[src/rtl/imm_ext_pkg.sv]
// Shared constants for the immediate-extension stage: mode codes and occupancy states.
package imm_ext_pkg;

  localparam int unsigned MODE_W = 2;

  localparam logic [MODE_W-1:0] MODE_SEXT   = 2'b00;
  localparam logic [MODE_W-1:0] MODE_ZEXT   = 2'b01;
  localparam logic [MODE_W-1:0] MODE_UPPER  = 2'b10;
  localparam logic [MODE_W-1:0] MODE_BRANCH = 2'b11;

  // Occupancy of the out register / skid pair
  typedef enum logic [1:0] {
    ST_EMPTY = 2'b00,
    ST_ONE   = 2'b01,
    ST_TWO   = 2'b10
  } occ_state_e;

endpackage : imm_ext_pkg

[src/rtl/imm_ext_core.sv]
// Combinational immediate extension: (data, mode) -> (extended operand, branch overflow flag).
module imm_ext_core
  import imm_ext_pkg::*;
#(
  parameter int unsigned IN_WIDTH  = 16,
  parameter int unsigned OUT_WIDTH = 32,
  parameter int unsigned SHIFT_AMT = 2
) (
  input  logic [IN_WIDTH-1:0]  data_i,
  input  logic [MODE_W-1:0]    mode_i,
  output logic [OUT_WIDTH-1:0] ext_c_o,
  output logic                 lost_c_o
);

  localparam int unsigned EXT_W = OUT_WIDTH - IN_WIDTH;

  logic [OUT_WIDTH-1:0] hi_mask_c;
  logic [OUT_WIDTH-1:0] zext_c;
  logic [OUT_WIDTH-1:0] sext_c;
  logic [OUT_WIDTH-1:0] upper_c;
  logic [OUT_WIDTH-1:0] branch_c;
  logic [OUT_WIDTH-1:0] unshift_c;

  // Candidate results for every mode; the high mask collapses to zero when EXT_W == 0
  always_comb begin
    hi_mask_c = ~((OUT_WIDTH'(1) << IN_WIDTH) - OUT_WIDTH'(1));
    zext_c    = OUT_WIDTH'(data_i);
    sext_c    = data_i[IN_WIDTH-1] ? (zext_c | hi_mask_c) : zext_c;
    upper_c   = zext_c << EXT_W;
    branch_c  = sext_c << SHIFT_AMT;
    // Shifting back arithmetically recovers sext only if no significant bit was lost
    unshift_c = $signed(branch_c) >>> SHIFT_AMT;
  end

  // Mode select; overflow flag only meaningful for branch offsets
  always_comb begin
    ext_c_o  = sext_c;
    lost_c_o = 1'b0;
    case (mode_i)
      MODE_SEXT:   ext_c_o = sext_c;
      MODE_ZEXT:   ext_c_o = zext_c;
      MODE_UPPER:  ext_c_o = upper_c;
      MODE_BRANCH: begin
        ext_c_o  = branch_c;
        lost_c_o = (unshift_c != sext_c);
      end
      default: begin
        ext_c_o  = sext_c;
        lost_c_o = 1'b0;
      end
    endcase
  end

endmodule : imm_ext_core

[src/rtl/imm_extend_pipe.sv]
// Immediate-extension stage with registered output and a 2-entry skid buffer (valid/ready).
module imm_extend_pipe
  import imm_ext_pkg::*;
#(
  parameter int unsigned IN_WIDTH  = 16,
  parameter int unsigned OUT_WIDTH = 32,
  parameter int unsigned SHIFT_AMT = 2
) (
  input  logic                 clk,
  input  logic                 reset_n,
  input  logic                 in_valid,
  output logic                 in_ready,
  input  logic [IN_WIDTH-1:0]  in_data,
  input  logic [MODE_W-1:0]    in_mode,
  output logic                 out_valid,
  input  logic                 out_ready,
  output logic [OUT_WIDTH-1:0] out_data,
  output logic                 out_lost
);

  occ_state_e state_q, state_d;

  logic                 in_ready_q,  in_ready_d;
  logic                 out_valid_q, out_valid_d;
  logic [OUT_WIDTH-1:0] out_data_q,  out_data_d;
  logic                 out_lost_q,  out_lost_d;
  logic [OUT_WIDTH-1:0] skid_data_q, skid_data_d;
  logic                 skid_lost_q, skid_lost_d;

  logic [OUT_WIDTH-1:0] ext_c;
  logic                 lost_c;
  logic                 in_fire_c;
  logic                 out_fire_c;

  // Extension happens ahead of the registers so latency stays at one cycle
  imm_ext_core #(
    .IN_WIDTH  (IN_WIDTH),
    .OUT_WIDTH (OUT_WIDTH),
    .SHIFT_AMT (SHIFT_AMT)
  ) u_core (
    .data_i   (in_data),
    .mode_i   (in_mode),
    .ext_c_o  (ext_c),
    .lost_c_o (lost_c)
  );

  assign in_fire_c  = in_valid && in_ready_q;
  assign out_fire_c = out_valid_q && out_ready;

  // Occupancy next-state and datapath steering for out register and skid
  always_comb begin
    state_d     = state_q;
    out_data_d  = out_data_q;
    out_lost_d  = out_lost_q;
    skid_data_d = skid_data_q;
    skid_lost_d = skid_lost_q;

    case (state_q)
      ST_EMPTY: begin
        if (in_fire_c) begin
          state_d    = ST_ONE;
          out_data_d = ext_c;
          out_lost_d = lost_c;
        end
      end
      ST_ONE: begin
        if (in_fire_c && out_fire_c) begin
          out_data_d = ext_c;
          out_lost_d = lost_c;
        end else if (in_fire_c) begin
          state_d     = ST_TWO;
          skid_data_d = ext_c;
          skid_lost_d = lost_c;
        end else if (out_fire_c) begin
          state_d    = ST_EMPTY;
          out_data_d = '0;
          out_lost_d = 1'b0;
        end
      end
      ST_TWO: begin
        if (out_fire_c) begin
          state_d    = ST_ONE;
          out_data_d = skid_data_q;
          out_lost_d = skid_lost_q;
        end
      end
      default: begin
        state_d    = ST_EMPTY;
        out_data_d = '0;
        out_lost_d = 1'b0;
      end
    endcase

    out_valid_d = (state_d != ST_EMPTY);
    in_ready_d  = (state_d != ST_TWO);
  end

  // State, handshake flags and data registers; reset discards both entries
  always_ff @(posedge clk or negedge reset_n) begin
    if (!reset_n) begin
      state_q     <= ST_EMPTY;
      in_ready_q  <= 1'b1;
      out_valid_q <= 1'b0;
      out_data_q  <= '0;
      out_lost_q  <= 1'b0;
      skid_data_q <= '0;
      skid_lost_q <= 1'b0;
    end else begin
      state_q     <= state_d;
      in_ready_q  <= in_ready_d;
      out_valid_q <= out_valid_d;
      out_data_q  <= out_data_d;
      out_lost_q  <= out_lost_d;
      skid_data_q <= skid_data_d;
      skid_lost_q <= skid_lost_d;
    end
  end

  assign in_ready  = in_ready_q;
  assign out_valid = out_valid_q;
  assign out_data  = out_data_q;
  assign out_lost  = out_lost_q;

endmodule : imm_extend_pipe

[config.mk]
export PLATFORM = sky130hd
export DESIGN_NAME = imm_extend_pipe
export DESIGN_NICKNAME = d
export VERILOG_FILES = /design/src/rtl/imm_ext_pkg.sv /design/src/rtl/imm_ext_core.sv /design/src/rtl/imm_extend_pipe.sv
export SDC_FILE = /design/constraint.sdc
export NUM_CORES = 1
export LEC_CHECK = 0
export CAP_MARGIN = 5
export CORE_AREA = 5 5 100 102
export DETAILED_ROUTE_END_ITERATION = 10
export DIE_AREA = 0 0 105 107
export SYNTH_ARGS = -nofsm -noshare
export SYNTH_HDL_FRONTEND = slang
export SYNTH_SLANG_ARGS = --single-unit
[constraint.sdc]
create_clock -name clk -period 1.9 [get_ports clk]
set_input_delay 0.285 -clock clk [delete_from_list [all_inputs] [get_ports clk]]
set_output_delay 0.285 -clock clk [all_outputs]
set_load 0.01 [all_outputs]
# --- Word level (Yosys, flattened, before mapping) ---
# Index checks and enable logic that the tools add are counted.
totals:
  regBits: 70
  in_bits: 22
  out_inout_bits: 35
  wordCells: 48
op_classes:
  n_eq_ne: 11
  n_mux: 21
  bitwise: 1
  n_reduce_logical: 8
op_table:
  columns: ["cell", "count"]
  rows:
  - ["$mux 32", 6]
  - ["$pmux 32 s4", 1]
  - ["$pmux 32 s3", 1]
  - ["$mux 2", 5]
  - ["$eq 2x2->1 const B", 3]
  - ["$mux 1", 6]
  - ["$ne 2x2->1 const B", 3]
  - ["$ne 3x3->1 const B", 2]
  - ["$pmux 2 s3", 1]
  - ["$eq 2x1->1 const B", 2]
  - ["$logic_not 2->1", 2]
  - ["$reduce_and 4->1", 1]
  - ["$logic_and 1x1->1", 3]
  - ["$pmux 1 s3", 1]
  - ["$reduce_and 3->1", 1]
  - ["$ne 2x2->1", 1]
  - ["$reduce_bool 2->1", 1]
  - ["$not 1->1", 1]

# --- Depth between registers and ports, before layout ---
# Gate-level depths: netlist of run 1.
depth:
  depth_word: 6
  mapped_depth: 7
  ltp_nobuf: 4

# --- By module ---
# From an unflattened synthesis of run 1, not the netlist that was laid out.
hier_totals:
  hier_cells: 344
  hier_area_um2: 4027.6
modules_own_cells:
  columns: ["module", "n_inst", "cells_per_inst", "area_per_inst_um2", "seq_area_each_um2"]
  rows:
  - ["imm_extend_pipe", 1, 283, 3505.9, 1752.9]
  - ["imm_ext_core", 1, 61, 521.8, 0.0]

# --- Least setup slack after synthesis of run 1 ---
# No wires, ideal clock.
synth_timing:
  path_type: "reg-to-reg"
  from: "register in_ready_q, in the netlist in_ready"
  to: "register out_data_q[10], in the netlist out_data[10]"
  setup_ns: 0.126
  t_arrival_ns: 1.521
  t_required_ns: 1.774
  path_slack_ns: 0.253
  path_stages_with_launch: 7
  n_path_buf: 2
  synth_period_minus_slack_ns: 1.647
  cell_sequence: "dfstp_2 and3b_1 buf_6 a211oi_2 or2_4 buf_6 a221o_1"
synth_via:
  elab_chain_cells: 4
  word_cells_on_any_way: 8
  classes_between: "eq/ne: 3; mux: 2; reduce/logical: 3"
synth_rtl:
  columns: ["item", "line_no", "source"]
  rows:
  - ["start: declaration", "imm_extend_pipe.sv:23", "logic in_ready_q, in_ready_d;"]
  - ["start signal: assignment", "imm_extend_pipe.sv:110", "in_ready_q <= in_ready_d;"]
  - ["$logic_and 1x1->1 *", "imm_extend_pipe.sv:47", "assign in_fire_c = in_valid && in_ready_q;"]
  - ["$logic_and 1x1->1", "imm_extend_pipe.sv:67", "if (in_fire_c && out_fire_c) begin"]
  - ["$ne 3x3->1 (no source line) / $mux 32 (equally long branches)", null, null]
  - ["$reduce_and 4->1 (no source line) / $pmux 32 s3 (equally long branches)", null, null]
  - ["end signal: assignment", "imm_extend_pipe.sv:112", "out_data_q <= out_data_d;"]
  - ["end: declaration", "imm_extend_pipe.sv:25", "logic [OUT_WIDTH-1:0] out_data_q, out_data_d;"]
# Mark *: on every way between the ends. The rest lies on a longest branch, timed or not.
# A chain may end at the register's enable or synchronous reset.

# --- Worst setup path in the final report of run 1 ---
layout_timing:
  from: "register in_ready_q, in the netlist in_ready"
  to: "output port in_ready"
layout_rtl:
  columns: ["item", "line_no", "source"]
  rows:
  - ["end: declaration", "imm_extend_pipe.sv:12", "output logic in_ready,"]
# No word-level cell between the ends.

==> key figures, run 1 <==
CTS
  – Clock Sinks: 68
  – Cts bufs inserted: 9
  – Buffer levels on the longest clock path: 2
  – Clock transition at path regs: 0.07 ns
  – Post-CTS Resized: 0
  – H-tree Lvls: 3
  – Clk_lat worst skew: 0.34 ns
  – Root buf cell: clkbuf_8
  – CTS tree: yes

GRT
  – Global route total overflow: 0
  – First-pass GRT wire length: 13.28 mm
  – Largest net degree at the start of global routing: 69
  – Met2 Resource Use GR: between 20 and 25%
  – Grt met3 use: 2.408%
  – GRT Max-Usage Layer: met2
  – Initial antenna violation count: 0
  – Number of global-route vias before repair: 2,576
  – Met1 Usage GRT: 20.65%
  – GRT Resource Usage Total: 14.64%

Die
  – Die Y: 107 um
  – Die span in x: roughly 110 um
  – Die ar.: 11,240 um^2
  – I/O Pins: 57
  – Row count: 35
  – Floorplan Core Area: 9021 um^2
  – Starting density of the core: a little over a third

Synth
  – Area contributors post-synth: dfrtp_1 54%, a221o_1 7.0%, nand2_1 6.7%
  – Post-Synthesis Cells: 333
  – Synth area leader: dfrtp_1
  – Mapped Nets: ~360
  – Yosys warning total: 0
  – Post-synth EDFFs: 0
  – Count leader, synth: dfrtp_1
  – Synthesized flop and latch total: 68
  – Post-synth top area share: 53.54%
  – Post-synthesis cell area: approximately 3100 um^2
  – Cell variety after synth: 32
  – Syn avg cell area: 9.405 um^2
  – Synth top cells by count: 67 x dfrtp_1, 56 x nand2_1, 39 x o21ai_0
  – Most used DFF post-synth: dfrtp_1
  – Asr flop ratio synth: 100.0%
  – Register area share after synthesis: 54.37%

Route
  – Antenna viol nets, final: 0
  – Routed length per placed instance: between 15 and 20 um
  – Pre-Repair DR Iteration Count: 4
  – Via/cell ratio: 5.174
  – Final wirelength: 7.979 mm
  – DRC errors left: 0
  – Vias: 2,623
  – DR iter-0 viols: around 160

Layout
  – Non-filler instance count after layout: around 500
  – ANT cells: 0
  – Register area: 1703 um^2
  – Fill cells: just under 900
  – Final Util: 45.52%
  – Area of the multi-input gates: approximately 1300 um^2
  – Fin nets: around 410
  – P&R area growth vs syn: 31.12%
  – Share of cells above drive strength 1: 10.10%

Power
  – Power Density: 1514 nW/um^2
  – Pleak: 1.777 nW
  – Final Total Pwr: 6.218 mW
  – Maximum VDD drop: a little under 0.7 mV

Worst setup path
  – Crit Path Max Fanout: 4
  – CP Launch Type: flip-flop
  – CP Buf/Inv Count: 1
  – Worst setup EP type: output port
  – WP data arrival: about 1.4 ns
  – Family with the most delay on the worst path: flip-flops
  – Critical Path Stages: 1
  – FF-to-FF path depth: 4
  – CP max-delay cell: dfstp_2
  – Worst Path Class, Setup: flip-flop to output port
  – CP required: 1.62 ns
  – Largest stage delay, worst path: 0.55 ns
  – Crit-path cells: clkdlybuf4s50_1

STA
  – Clock Skews: 0.008317 ns
  – Final WS setup: 0.1927 ns
  – Hold slack: 0.4628 ns
  – Max-slew violations: 0
  – Setup-failing EPs final: 0
  – Max Clock Freq: between 0.5 and 0.6 GHz
  – Endpoints failing hold: 0
  – Post-layout minimum cycle time: 1.707 ns
  – Unrepaired setup endpoints after global routing: false
  – Final Cycle Share: 89.86%

Place
  – Dpl ws: -0.01430 ns
  – GPL Wtd Cong: 0.7482
  – I/O Buffers: 55
  – Detail Placement HPWL: 5.641 mm
  – Cells after DPL: 490

Min path
  – Hold WC Path Type: input pin to async pin

Outcome
  – Status: finished clean

Job
  – Max-Cap Viols: 0
layout make-up:
type | instances | area share (%)
sequential | 68 | 41.47
clock inverter | 4 | 1.767
clock buffer | 12 | 3.534
inverter | 2 | 0.1828
multi-input combinational | 235 | 31.14
timing repair buffer | 75 | 18.53
tap | 111 | 3.382
cells by family (layout without fill, tap and decap cells):
family                 after synthesis  in the layout  synth area share, %
muxes                                1              1               0.3595
AOI/OAI and AO/OA                  115            115                23.77
buffers and inverters               30             93                4.874
other                                1              1               0.1197
and+or+nand+nor                    118            118                16.50
DFF                                 68             68                54.37
worst reg2reg max path, stage by stage, from the launching register on:
cell      delay (ns)
dfstp_2         0.55
and3b_1         0.20
a211oi_2        0.06
or2_4           0.35
a221o_1         0.38
metrics by stage:
stage	TNS, ns	cell area, um^2
after detailed placement	-0.01430	3879
final	0	4106
after CTS	0	4106
after floorplan	0	3132
after global placement	0	3879
after global routing	0	4106
metal layers:
metal / vias up / wire length (um)
met3: 9 / 354
met5: - / 0
met1: 1273 / 3688
met2: 59 / 3830
li1: 1282 / -
met4: 0 / 106
path summary, 6_finish.rpt:
kind / start / to / slack, ns
max: in_ready / in_ready / 0.19
max in group asynchronous: reset_n / skid_data_q[26] / 1.09
min in group clk: skid_data_q[25] / skid_data_q[25] / 0.48
min: reset_n / out_valid / 0.46
max reg2reg: in_ready / out_data[16] / 0.24
min reg2reg: skid_data_q[25] / skid_data_q[25] / 0.48
power by group:
part / internal (mW) / leakage (nW) / switching [mW] / total, mW
sequential: 2.11 / 0.877 / 0.381 / 2.49
clock: 0.775 / 0.107 / 0.553 / 1.33
combinational: 1.24 / 0.794 / 1.17 / 2.40
total: 4.12 / 1.78 / 2.10 / 6.22
layout by cell type, fill, tap and decap left out, types with 2 or more instances in the layout:
cell type and n:
dfrtp_1 67, nand2_1 56, clkdlybuf4s50_1 54, o21ai_0 39, nor2_1 34, a21oi_1 31
a221o_1 22, buf_4 14, nor2b_1 13, o211ai_1 10, clkbuf_8 10, a31oi_1 5
buf_12 5, nand2b_1 4, a21o_1 4, and2_1 3, inv_1 2, bufinv_16 2
clkbuf_1 2
repair_timing:
item | in CTS | in global routing
endpoints found under the hold margin | 67 | 0
setup endpoints to repair | 0 | 0
hold buffers | 1 | 0
buffers inserted | 0 | 0
registers in the layout, indices dropped and copies added, names as in the netlist:
name / cells
skid_data_q: 32
in_ready: 1
out_valid: 1
state_q: 2
out_data: 32
Note: power is estimated with default switching activity, not from simulation.
==> inputs of run 2 (changes only) <==
Settings changed: GPL_TIMING_DRIVEN set to 0.
==> run 2 against run 1 <==
Compared with the run above: non-clock buffer count rose by 7; global-route usage rose by 0.44 points; core utilization fell by 1.1 points; clock skew rose by 0.0012 ns; power fell by 2.8%; critical path depth rose by 4; setup slack got worse by 0.046 ns; register-to-register slack got worse by 0.09 ns; critical endpoint is now skid_data_q[12].
==> key figures, run 2 (synthesis results as in run 1) <==
Outcome
  – Status: finished clean

Layout
  – P&R area growth vs syn: 27.93%
  – Fin nets: 420
  – Most frequent cells in the layout: 67 x dfrtp_1, 56 x nand2_1, 52 x clkdlybuf4s50_1
  – Most common library cell in the layout ignoring fill and taps: dfrtp_1
  – Share of cells above drive strength 1: 9.476%
  – Non-filler instance count after layout: 512
  – ANT cells: 0
  – Fill cells: between 800 and 900
  – Final instance area: 4006 um^2

Min path
  – Hold WC Path Type: input pin to async pin

Place
  – Cells after DPL: 498
  – Post-place instance area: 3809 um^2
  – GPL Wtd Cong: 0.7960
  – Dpl ws: -0.2808 ns
  – I/O Buffers: 54
  – Detail Placement HPWL: around 6.0 mm

Route
  – Antenna viol nets, final: 0
  – Final wirelength: 8.238 mm
  – DRC errors left: 0
  – DR iter-0 viols: 165
  – Routed length per placed instance: 16.09 um
  – Pre-Repair DR Iteration Count: 5
  – Vias: around 2,600
  – Via/cell ratio: 5.156

Worst setup path
  – Reg-to-reg endpoint: skid_data_q[12]
  – FF-to-FF path depth: 5
  – WP data arrival: 1.95 ns
  – R2r setup slk: 0.15 ns
  – Worst setup EP type: flip-flop
  – Worst r2r src: state_q[1]
  – CP Launch Type: flip-flop
  – Crit Path Max Fanout: 10
  – Worst Path Class, Setup: flip-flop to flip-flop
  – CP required: 2.09 ns

Die
  – Starting density of the core: a little over a third
  – Die Y: 107 um
  – Row count: 35
  – Die span in x: 105 um
  – Die ar.: 11,240 um^2
  – Floorplan Core Area: 9021 um^2
  – I/O Pins: 57

STA
  – Max-slew violations: 0
  – Post-layout minimum cycle time: 1.754 ns
  – Worst-Margin Slew: 0.8531 ns
  – Unrepaired setup endpoints after global routing: false
  – Final Cycle Share: 92.30%
  – Max Clock Freq: approximately 0.57 GHz
  – Hold slack: between 0.05 and 0.06 ns
  – Setup-failing EPs final: 0
  – Clock Skews: between 0.009 and 0.01 ns
  – Worst slew margin: 43.13%
  – Endpoints failing hold: 0
  – Final WS setup: 0.1463 ns

Power
  – Pleak: around 1.7 nW
  – Maximum VDD drop: 0.7421 mV
  – Power Density: roughly 1500 nW/um^2

Job
  – Max-Cap Viols: 0

CTS
  – Clk_lat worst skew: 0.34 ns
  – Root buf cell: clkbuf_8
  – Cts bufs inserted: 9
  – Clock transition at path regs: 0.07 ns
  – CTS tree: yes
  – H-tree Lvls: 3
  – Buffer levels on the longest clock path: 2
  – Clock Sinks: around 70

GRT
  – First-pass GRT wire length: 13.49 mm
  – GRT Resource Usage Total: 15.08%
  – Number of global-route vias before repair: 2,543
  – Global route total overflow: 0
  – Largest net degree at the start of global routing: 69
  – Initial antenna violation count: 0
## run 2: cell types whose count changed in the layout (fill, tap and decap cells not counted), moves of 2 or more
cell / change
clkbuf_2: +4
buf_4: -12
clkbuf_1: +7
clkdlybuf4s50_1: -2
buf_6: +3
buf_2: +10
buf_12: -5
## run 2: final cells by class
cell class	instances	area (um^2)	share of cell area, %
inverter	2	7.507	0.1874
tap	111	138.9	3.467
clock inverter	2	35.03	0.8745
timing repair buffer	54	540.5	13.49
multi-input combinational	235	1276	31.86
sequential	68	1703	42.50
clock buffer	12	155.1	3.873
buffer	28	150.1	3.748
## run 2: what timing repair did
action,CTS,global route
gates resized for setup,0,9
hold buffers,0,0
buffers inserted,0,0
setup endpoints to repair,0,33
## run 2: metal layers
layer,global-route usage [%],part of all wire (%),vias to the layer above
li1,-,-,1293
met5,0,0,-
met1,21.24,47,1273
met3,3.371,4.9,13
met2,22.71,46,61
met4,5.479,1.5,0
## run 2: stage by stage
stage / TNS [ns] / util (%) / power, mW
6_report: 0 / 44.41 / 6.047
4_1_cts: 0 / 44.33 / 6.108
2_1_floorplan: 0 / - / 3.799
3_3_place_gp: -127.76 / 42.25 / 4.878
3_5_place_dp: -8.106 / 42.22 / 4.914
5_1_grt: 0 / 44.41 / 6.501
## run 2: how the worst max path moves through the flow
stage	from	end	depth (start not counted)
after floorplan	in_ready	out_data[10]	6
after global placement	reset_n	out_data[7]	1
after detailed placement	in_mode[1]	out_data[13]	7
after CTS	state_q[1]	out_data[29]	5
after global routing	state_q[1]	skid_data_q[12]	5
final	state_q[1]	skid_data_q[12]	5
## run 2: where the power goes
part           switching, mW  leakage [nW]  total, mW  internal (mW)
Clock                  0.515        0.0983       1.18          0.662
Sequential             0.373         0.877       2.48           2.11
Combinational           1.19         0.768       2.39           1.20
## run 2: critical path, cell delays in order (launching register included)
cell and delay (ns):
dfrtp_1 0.46, and3b_1 0.22, buf_6 0.12, nand2_1 0.26
clkbuf_1 0.37, o21ai_0 0.18
==> inputs of run 3 (changes only) <==
Settings changed: CAP_MARGIN 5 to unset, CTS_BUF_LIST set to sky130_fd_sc_hd__clkbuf_4, HOLD_SLACK_MARGIN set to 0.02.
==> run 3 against run 2 <==
Compared with the run above: combinational power is essentially flat; register-to-register slack improved by 0.02 ns; maximum frequency fell by 0.75%; critical endpoint is now out_data[13]; highest routed layer unchanged; global-route usage hardly changed.
==> key figures, run 3 (synthesis results as in run 1) <==
Route
  – Met1 wire length: 3.921 mm
  – Met3 WL: 391 um
  – Routed length per placed instance: 15.99 um
  – DR iter-0 viols: between 150 and 200
  – Via/cell ratio: a little over 5
  – Uppermost routed layer: met4
  – Pre-Repair DR Iteration Count: 4
  – Routed length on met2: around 3.8 mm
  – Antenna viol nets, final: 0
  – Vias: about 2,600
  – Final wirelength: 8.203 mm
  – DRC errors left: 0

CTS
  – Clock transition at path regs: 0.10 ns
  – Clk_lat worst skew: 0.39 ns
  – H-tree Lvls: 3
  – Cts bufs inserted: 9
  – CTS tree: yes
  – Post-CTS setup buffers: 0
  – Buffer levels on the longest clock path: 2
  – Root buf cell: clkbuf_4
  – Clock Sinks: between 60 and 70

Worst setup path
  – Crit-path cells: clkdlybuf4s50_1, and2_1, clkbuf_1, buf_2, a21oi_1, nor2_1, a221o_1
  – CP max-delay cell: clkdlybuf4s50_1
  – Crit Path Max Fanout: 10
  – Worst setup EP type: flip-flop
  – Largest stage delay, worst path: 0.56 ns
  – CP required: 2.18 ns
  – Worst Path Class, Setup: input pin to flip-flop
  – CP Launch Type: input pin
  – Family with the most delay on the worst path: buffers and inverters
  – CP Buf/Inv Count: 3
  – WP data arrival: 2.04 ns

STA
  – Endpoints failing hold: 0
  – Setup TNS: 0 ns
  – Final Cycle Share: 93.00%
  – Setup-failing EPs final: 0
  – Worst slew margin: 43.31%
  – Clock Skews: 0.01946 ns
  – Unrepaired setup endpoints after global routing: false
  – Post-layout minimum cycle time: 1.767 ns
  – Hold slack: 0.4214 ns
  – Worst-Margin Slew: roughly 0.85 ns
  – Max Clock Freq: 0.5660 GHz
  – Max-slew violations: 0

Place
  – Detail Placement HPWL: approximately 6 mm
  – GPL Wtd Cong: a little under 0.8
  – I/O Buffers: 54

Layout
  – Most common library cell in the layout ignoring fill and taps: dfrtp_1
  – Share of cells above drive strength 1: around 9.2%
  – Register area: 1703 um^2
  – ANT cells: 0
  – Fin nets: 421
  – P&R area growth vs syn: 25.85%
  – Fill cells: ~890
  – Most frequent cells in the layout: 67 x dfrtp_1, 56 x nand2_1, 53 x clkdlybuf4s50_1
  – Final Util: ~44%
  – Area of the multi-input gates: 1276 um^2

Die
  – I/O Pins: 57
  – Starting density of the core: a little over a third
  – Die Y: around 110 um
  – Row count: 35
  – Floorplan Core Area: 9021 um^2
  – Die ar.: ~11,000 um^2
  – Die span in x: 105 um

Power
  – Final Total Pwr: 5.732 mW
  – Power Density: roughly 1500 nW/um^2
  – Maximum VDD drop: 0.7222 mV
  – Pleak: 1.707 nW

GRT
  – Initial antenna violation count: 0
  – Largest net degree at the start of global routing: 69
  – First-pass GRT wire length: 13.46 mm
  – GRT Resource Usage Total: 15.05%
  – Number of global-route vias before repair: 2,538
  – Global route total overflow: 0

Min path
  – Hold WC Path Type: input pin to flip-flop

Outcome
  – Status: finished clean

Job
  – Max-Cap Viols: 0
run 3: report_power, final:
| part | internal, mW | leakage, nW | switching [mW] | total, mW |
|---|---|---|---|---|
| Clock | 0.393 | 0.0672 | 0.472 | 0.865 |
| Sequential | 2.10 | 0.877 | 0.375 | 2.48 |
| Combinational | 1.20 | 0.763 | 1.19 | 2.39 |
| Total | 3.70 | 1.71 | 2.04 | 5.73 |
run 3: per-layer routing:
| metal | vias to the layer above | GRT usage [%] |
|---|---|---|
| met5 | - | 0 |
| met2 | 59 | 22.71 |
| li1 | 1299 | - |
| met4 | 0 | 5.479 |
| met1 | 1269 | 21.16 |
| met3 | 5 | 3.371 |
run 3: worst paths after layout:
check | from | endpoint | slack, ns | depth (start not counted)
worst min-delay path | in_mode[0] | skid_data_q[18] | 0.42 | 3
worst max register to register | state_q[1] | skid_data_q[12] | 0.17 | 5
worst min register to register | skid_data_q[2] | skid_data_q[2] | 0.49 | 2
worst max-delay path | in_mode[1] | out_data[13] | 0.13 | 7
min in group asynchronous | reset_n | state_q[0] | 0.53 | 2
max in group asynchronous | reset_n | skid_data_q[9] | 0.81 | 2
run 3: cell type report:
| type | count | area share (%) |
|---|---|---|
| Timing Repair Buffer | 55 | 13.90 |
| Multi-Input combinational cell | 235 | 32.38 |
| Inverter | 2 | 0.1905 |
| Clock inverter | 4 | 1.079 |
| Buffer | 28 | 3.810 |
| Sequential cell | 68 | 43.21 |
| Tap cell | 111 | 3.524 |
| Clock buffer | 10 | 1.905 |
run 3: through the flow:
step | area [um^2] | worst slack, ns | instances
2_1_floorplan | 3132 | 0.2530 | 333
3_3_place_gp | 3811 | -1.795 | 498
3_5_place_dp | 3809 | -0.2808 | 498
4_1_cts | 3936 | 0.04528 | 513
5_1_grt | 3941 | 0.006678 | 513
6_report | 3941 | 0.1331 | 513
run 3: repair_timing:
item                                    CTS  global route
resized for setup                         0             8
hold buffers                              1             0
endpoints found under the hold margin    24             0
endpoints found under the setup margin    0            29
run 3: worst min-delay path, delay by kind of cell:
family,cells,cell delay (ns)
buf+inv,1,0.25
compound gates,2,0.24
==> patch 1, RTL diff (settings of run 3) <==
Take the reset off `out_data_q` and `skid_data_q` and load them in a clocked block of their own.
--- a/src/rtl/imm_extend_pipe.sv
+++ b/src/rtl/imm_extend_pipe.sv
@@ -103,5 +103,3 @@
       out_valid_q <= 1'b0;
-      out_data_q  <= '0;
       out_lost_q  <= 1'b0;
-      skid_data_q <= '0;
       skid_lost_q <= 1'b0;
@@ -111,7 +109,10 @@
       out_valid_q <= out_valid_d;
-      out_data_q  <= out_data_d;
       out_lost_q  <= out_lost_d;
-      skid_data_q <= skid_data_d;
       skid_lost_q <= skid_lost_d;
     end
+  end
+
+  always_ff @(posedge clk) begin
+    out_data_q  <= out_data_d;
+    skid_data_q <= skid_data_d;
   end
Check against the original RTL: not equivalent (a bounded check fails within 4 cycles, from zero or initial values and one cycle with reset_n low).
==> patch 1 against run 3 <==
Total power up 10%; routed wire length is 7.6% higher; first-iteration DRC count fell by 10%; synthesized area up 7.1%; final area up 8.2%; sequential cell count unchanged; sequential share of layout area up 4.2 points; sequential power is 2% higher; setup slack lost 0.046 ns; utilization is 3.6 points higher; critical endpoint is now in_ready; largest cell class unchanged; highest routed layer unchanged.
==> patch 1: results (changes against run 3) <==
- Drt total wl: 8.83 mm (was 8.20 mm)
- First-pass GRT wire length: 13.9 mm (was 13.5 mm)
- Final worst clock skew: 0.0120 ns (was 0.0195 ns)
- Worst Path Arrival: 1.53 ns (was 2.04 ns)
- Worst Tran Pin Value: 0.527 ns (was 0.850 ns)
- IO Port Bufs: 53 (was 54)
- Met3 Resource Use GR: 0.0307 (was 0.0337)
- Crit path max-delay family: flip-flops (was buffers and inverters)
- Hold Path Class: in2async (was in2reg)
- Largest net degree at the start of global routing: 33 (was 69)
- Compound-cell area share of the yosys netlist: 0.192 (was 0.238)
- Post-DP Area: 0.00404 mm^2 (was 0.00381 mm^2)
- Post-synthesis cell count: 282 (was 333)
- Status: finished clean (unchanged)
- Seq/Total Area, Yosys: 0.603 (was 0.544)
- DP Wirelength: 5.90 mm (was 6.00 mm)
- FF-to-FF setup slack: 0.12 ns (was 0.17 ns)
- Overall Global Routing Usage: 0.158 (was 0.151)
- Distinct cells, synth: 34 (was 32)
- Metal-1 WL: 3.75 mm (was 3.92 mm)
- Met1 Usage GRT: 0.203 (was 0.212)
- Vias in the first global route: 2,622 (was 2,538)
- Leakage Power: 1.61 nW (was 1.71 nW)
- Pre-CTS WS: -0.793 ns (was -0.281 ns)
- Xor and xnor area share after synthesis: 0.00485 (was 0)
-- patch 1: cell types whose count changed in the layout (fill, tap and decap cells not counted), sizes merged, moves of 14 or more --
cell and delta:
a21oi -28, inv +16, a221o -22, o21ai -39
dfrtp -64, o32ai +17, nand2 -53, a311oi +14
a221oi +14, edfxtp +64
-- patch 1: area by class of cell --
cell class,count,area [um^2]
tap,111,139
multi-input combinational,166,1160
clock buffer,10,75.1
fill,840,4760
clock inverter,6,55.1
sequential,68,2020
inverter,19,71.3
buffer,31,165
timing repair buffer,56,578
-- patch 1: timing repair --
item | CTS | global route
resized for setup | 2 | 10
buffers inserted | 3 | 0
gates cloned | 1 | 1
setup endpoints to repair | 64 | 37
hold endpoints to repair | 0 | 0
-- patch 1: where the power goes --
part | switching, W | leakage, nW | internal (W)
Combinational | 0.00152 | 0.883 | 0.00134
Clock | 0.000524 | 0.0712 | 0.000403
Sequential | 0.000130 | 0.661 | 0.00240
==> patch 2, RTL diff (flow settings as in run 3) <==
Made on the original files. `IN_WIDTH` is set to 16 in 2 places; all go to 32.
--- a/src/rtl/imm_ext_core.sv
+++ b/src/rtl/imm_ext_core.sv
@@ -4,3 +4,3 @@
 #(
-  parameter int unsigned IN_WIDTH  = 16,
+  parameter int unsigned IN_WIDTH  = 32,
   parameter int unsigned OUT_WIDTH = 32,
--- a/src/rtl/imm_extend_pipe.sv
+++ b/src/rtl/imm_extend_pipe.sv
@@ -4,3 +4,3 @@
 #(
-  parameter int unsigned IN_WIDTH  = 16,
+  parameter int unsigned IN_WIDTH  = 32,
   parameter int unsigned OUT_WIDTH = 32,
Ports: changed (resized in_data); port bits go from 57 to 73. No check against the original RTL was run, so the function may have changed too.
==> patch 2 against run 3 <==
Clock power fell by 6.7%; total power barely moved; routed wire length fell by 1.2%; final area rose by 2.4%; sequential cell count rose by 2; setup slack got worse by 0.00065 ns; sequential power rose by 2%; synthesized area fell by 2.2%; critical path type is now reg2out; largest cell class unchanged.
==> patch 2: results (changes against run 3) <==
- IO Port Bufs: 72 (was 54)
- Post-Place Cells: 458 (was 498)
- Htree depth: 3 (unchanged)
- Worst Path Arrival: 1.48 ns (was 2.04 ns)
- Synth warn: 0 (unchanged)
- Average size of a mapped cell: 11.1 um^2 (was 9.40 um^2)
- Distinct cells, synth: 26 (was 32)
- Vias in the first global route: 2,534 (was 2,538)
- Post-CTS Hold Buffers: 1 (unchanged)
- Setup Fix Bufs, Post-CTS: 0 (unchanged)
- Rel. slew slack: 0.409 (was 0.433)
- TritonCTS buffer count: 9 (unchanged)
- Status: finished clean (unchanged)
- Hold Path Class: reg2reg (was in2reg)
- DR WL/cell: 17.1 um (was 16.0 um)
- Post-DP Area: 0.00392 mm^2 (was 0.00381 mm^2)
- Number of vias per cell: 5.07 (was 5.13)
- Initial DRC Count: 89 (was 158)
- Leakage Power: 1.92 nW (was 1.71 nW)
- Share of layout cells above drive strength 1: 0.0989 (was 0.0920)
- Pre-CTS WS: -0.236 ns (was -0.281 ns)
- Cell Count, Final, Fillers Out: 475 (was 513)
- Overall Global Routing Usage: 0.147 (was 0.151)
- Worst-Skew Late Latency: 0.42 ns (was 0.39 ns)
- Mapped Nets: 313 (was 355)
- CP peak stage delay: approximately 0.55 ns
- Maximum VDD drop: 0.493 mV (was 0.722 mV)
- Seq/Total Area, Yosys: 0.572 (was 0.544)
- First-pass GRT wire length: 13.1 mm (was 13.5 mm)
- Post-synth top cells: dfrtp_1 (69), nand2_1 (40), a221o_1 (33), nor2_1 (33), o21ai_0 (32) (was dfrtp_1 (67), nand2_1 (56), o21ai_0 (39))
- Final worst clock skew: 0.0186 ns (was 0.0195 ns)
- Largest net degree at the start of global routing: 71 (was 69)
- Initial antenna violation count: 0 (unchanged)
- Largest cells by area after synthesis: dfrtp_1 (56%), a221o_1 (11%), mux2i_1 (9.8%) (was dfrtp_1 (54%), a221o_1 (7.0%), nand2_1 (6.7%))
- DR DRC count: 0 (unchanged)
- Crit path max-delay family: flip-flops (was buffers and inverters)
- Root Driver: clkbuf_4 (unchanged)
- Async SR Flop Fraction: 1.00 (unchanged)
- Crit-path slowest cell: dfstp_2 (was clkdlybuf4s50_1)
- Cts repair resizes: 0 (unchanged)
- Routability congestion estimate: 0.778 (was 0.796)
- Clock-pin slew on the worst setup and hold paths: 0.10 ns (about the same)
- Longest Clk Path Bufs: 2 (unchanged)
- DP Wirelength: 5.68 mm (was 6.00 mm)
- Critical Path Fanout Max: 3 (was 10)
- Final net count: 397 (was 421)
- ANT cells: 0 (unchanged)
- 1st-pass router iterations: 4 (unchanged)
[patch 2: changes by cell type after synthesis, sizes merged, moves of 3 or more]
cell    delta
a31oi      -5
nand2     -16
and2       -3
a221o     +11
o211ai    -10
nor2b     -13
mux2i     +30
o21ai      -7
a21o       -3
clkbuf     -9
a21oi     -31
[patch 2: report_power, final]
group | switching, W | internal (W) | total (W)
clock | 0.000507 | 0.000300 | 0.000807
combinational | 0.00117 | 0.00124 | 0.00241
sequential | 0.000386 | 0.00213 | 0.00252
total | 0.00206 | 0.00367 | 0.00573
[patch 2: cell families after synthesis]
logic type                Yosys count  synth area share
buffers and inverters              21            0.0372
DFF                                70             0.572
xor gates and xnor gates            1           0.00286
AOI/OAI and AO/OA                  70             0.179
and+or+nand+nor                    83             0.110
muxes                              30            0.0980
[patch 2: area by class of cell]
type	count	area (um^2)
clock buffer	12	90.1
inverter	1	3.75
sequential	70	1750
timing repair buffer	73	728
buffer	20	110
fill	886	4980
clock inverter	4	16.3
multi-input combinational	184	1200
tap	111	139
[patch 2: routing by layer]
layer / part of all wire / GRT usage / vias to the layer above
met4: 0.016 / 0.0584 / 0
met3: 0.042 / 0.0235 / 12
met1: 0.47 / 0.205 / 1177
met5: 0 / 0 / -
met2: 0.47 / 0.228 / 54
li1: - / - / 1166
[patch 2: worst paths after layout]
| check | end | slack [ns] | depth (start not counted) | start |
|---|---|---|---|---|
| setup / recovery | in_ready | 0.13 | 1 | in_ready |
| hold / removal | skid_data_q[31] | 0.49 | 2 | skid_data_q[31] |
| setup reg to reg | skid_data_q[24] | 0.31 | 6 | out_valid |
| hold reg to reg | skid_data_q[31] | 0.49 | 2 | skid_data_q[31] |
| max in group asynchronous | skid_lost_q | 0.78 | 2 | reset_n |
| min in group asynchronous | skid_data_q[28] | 0.51 | 2 | reset_n |
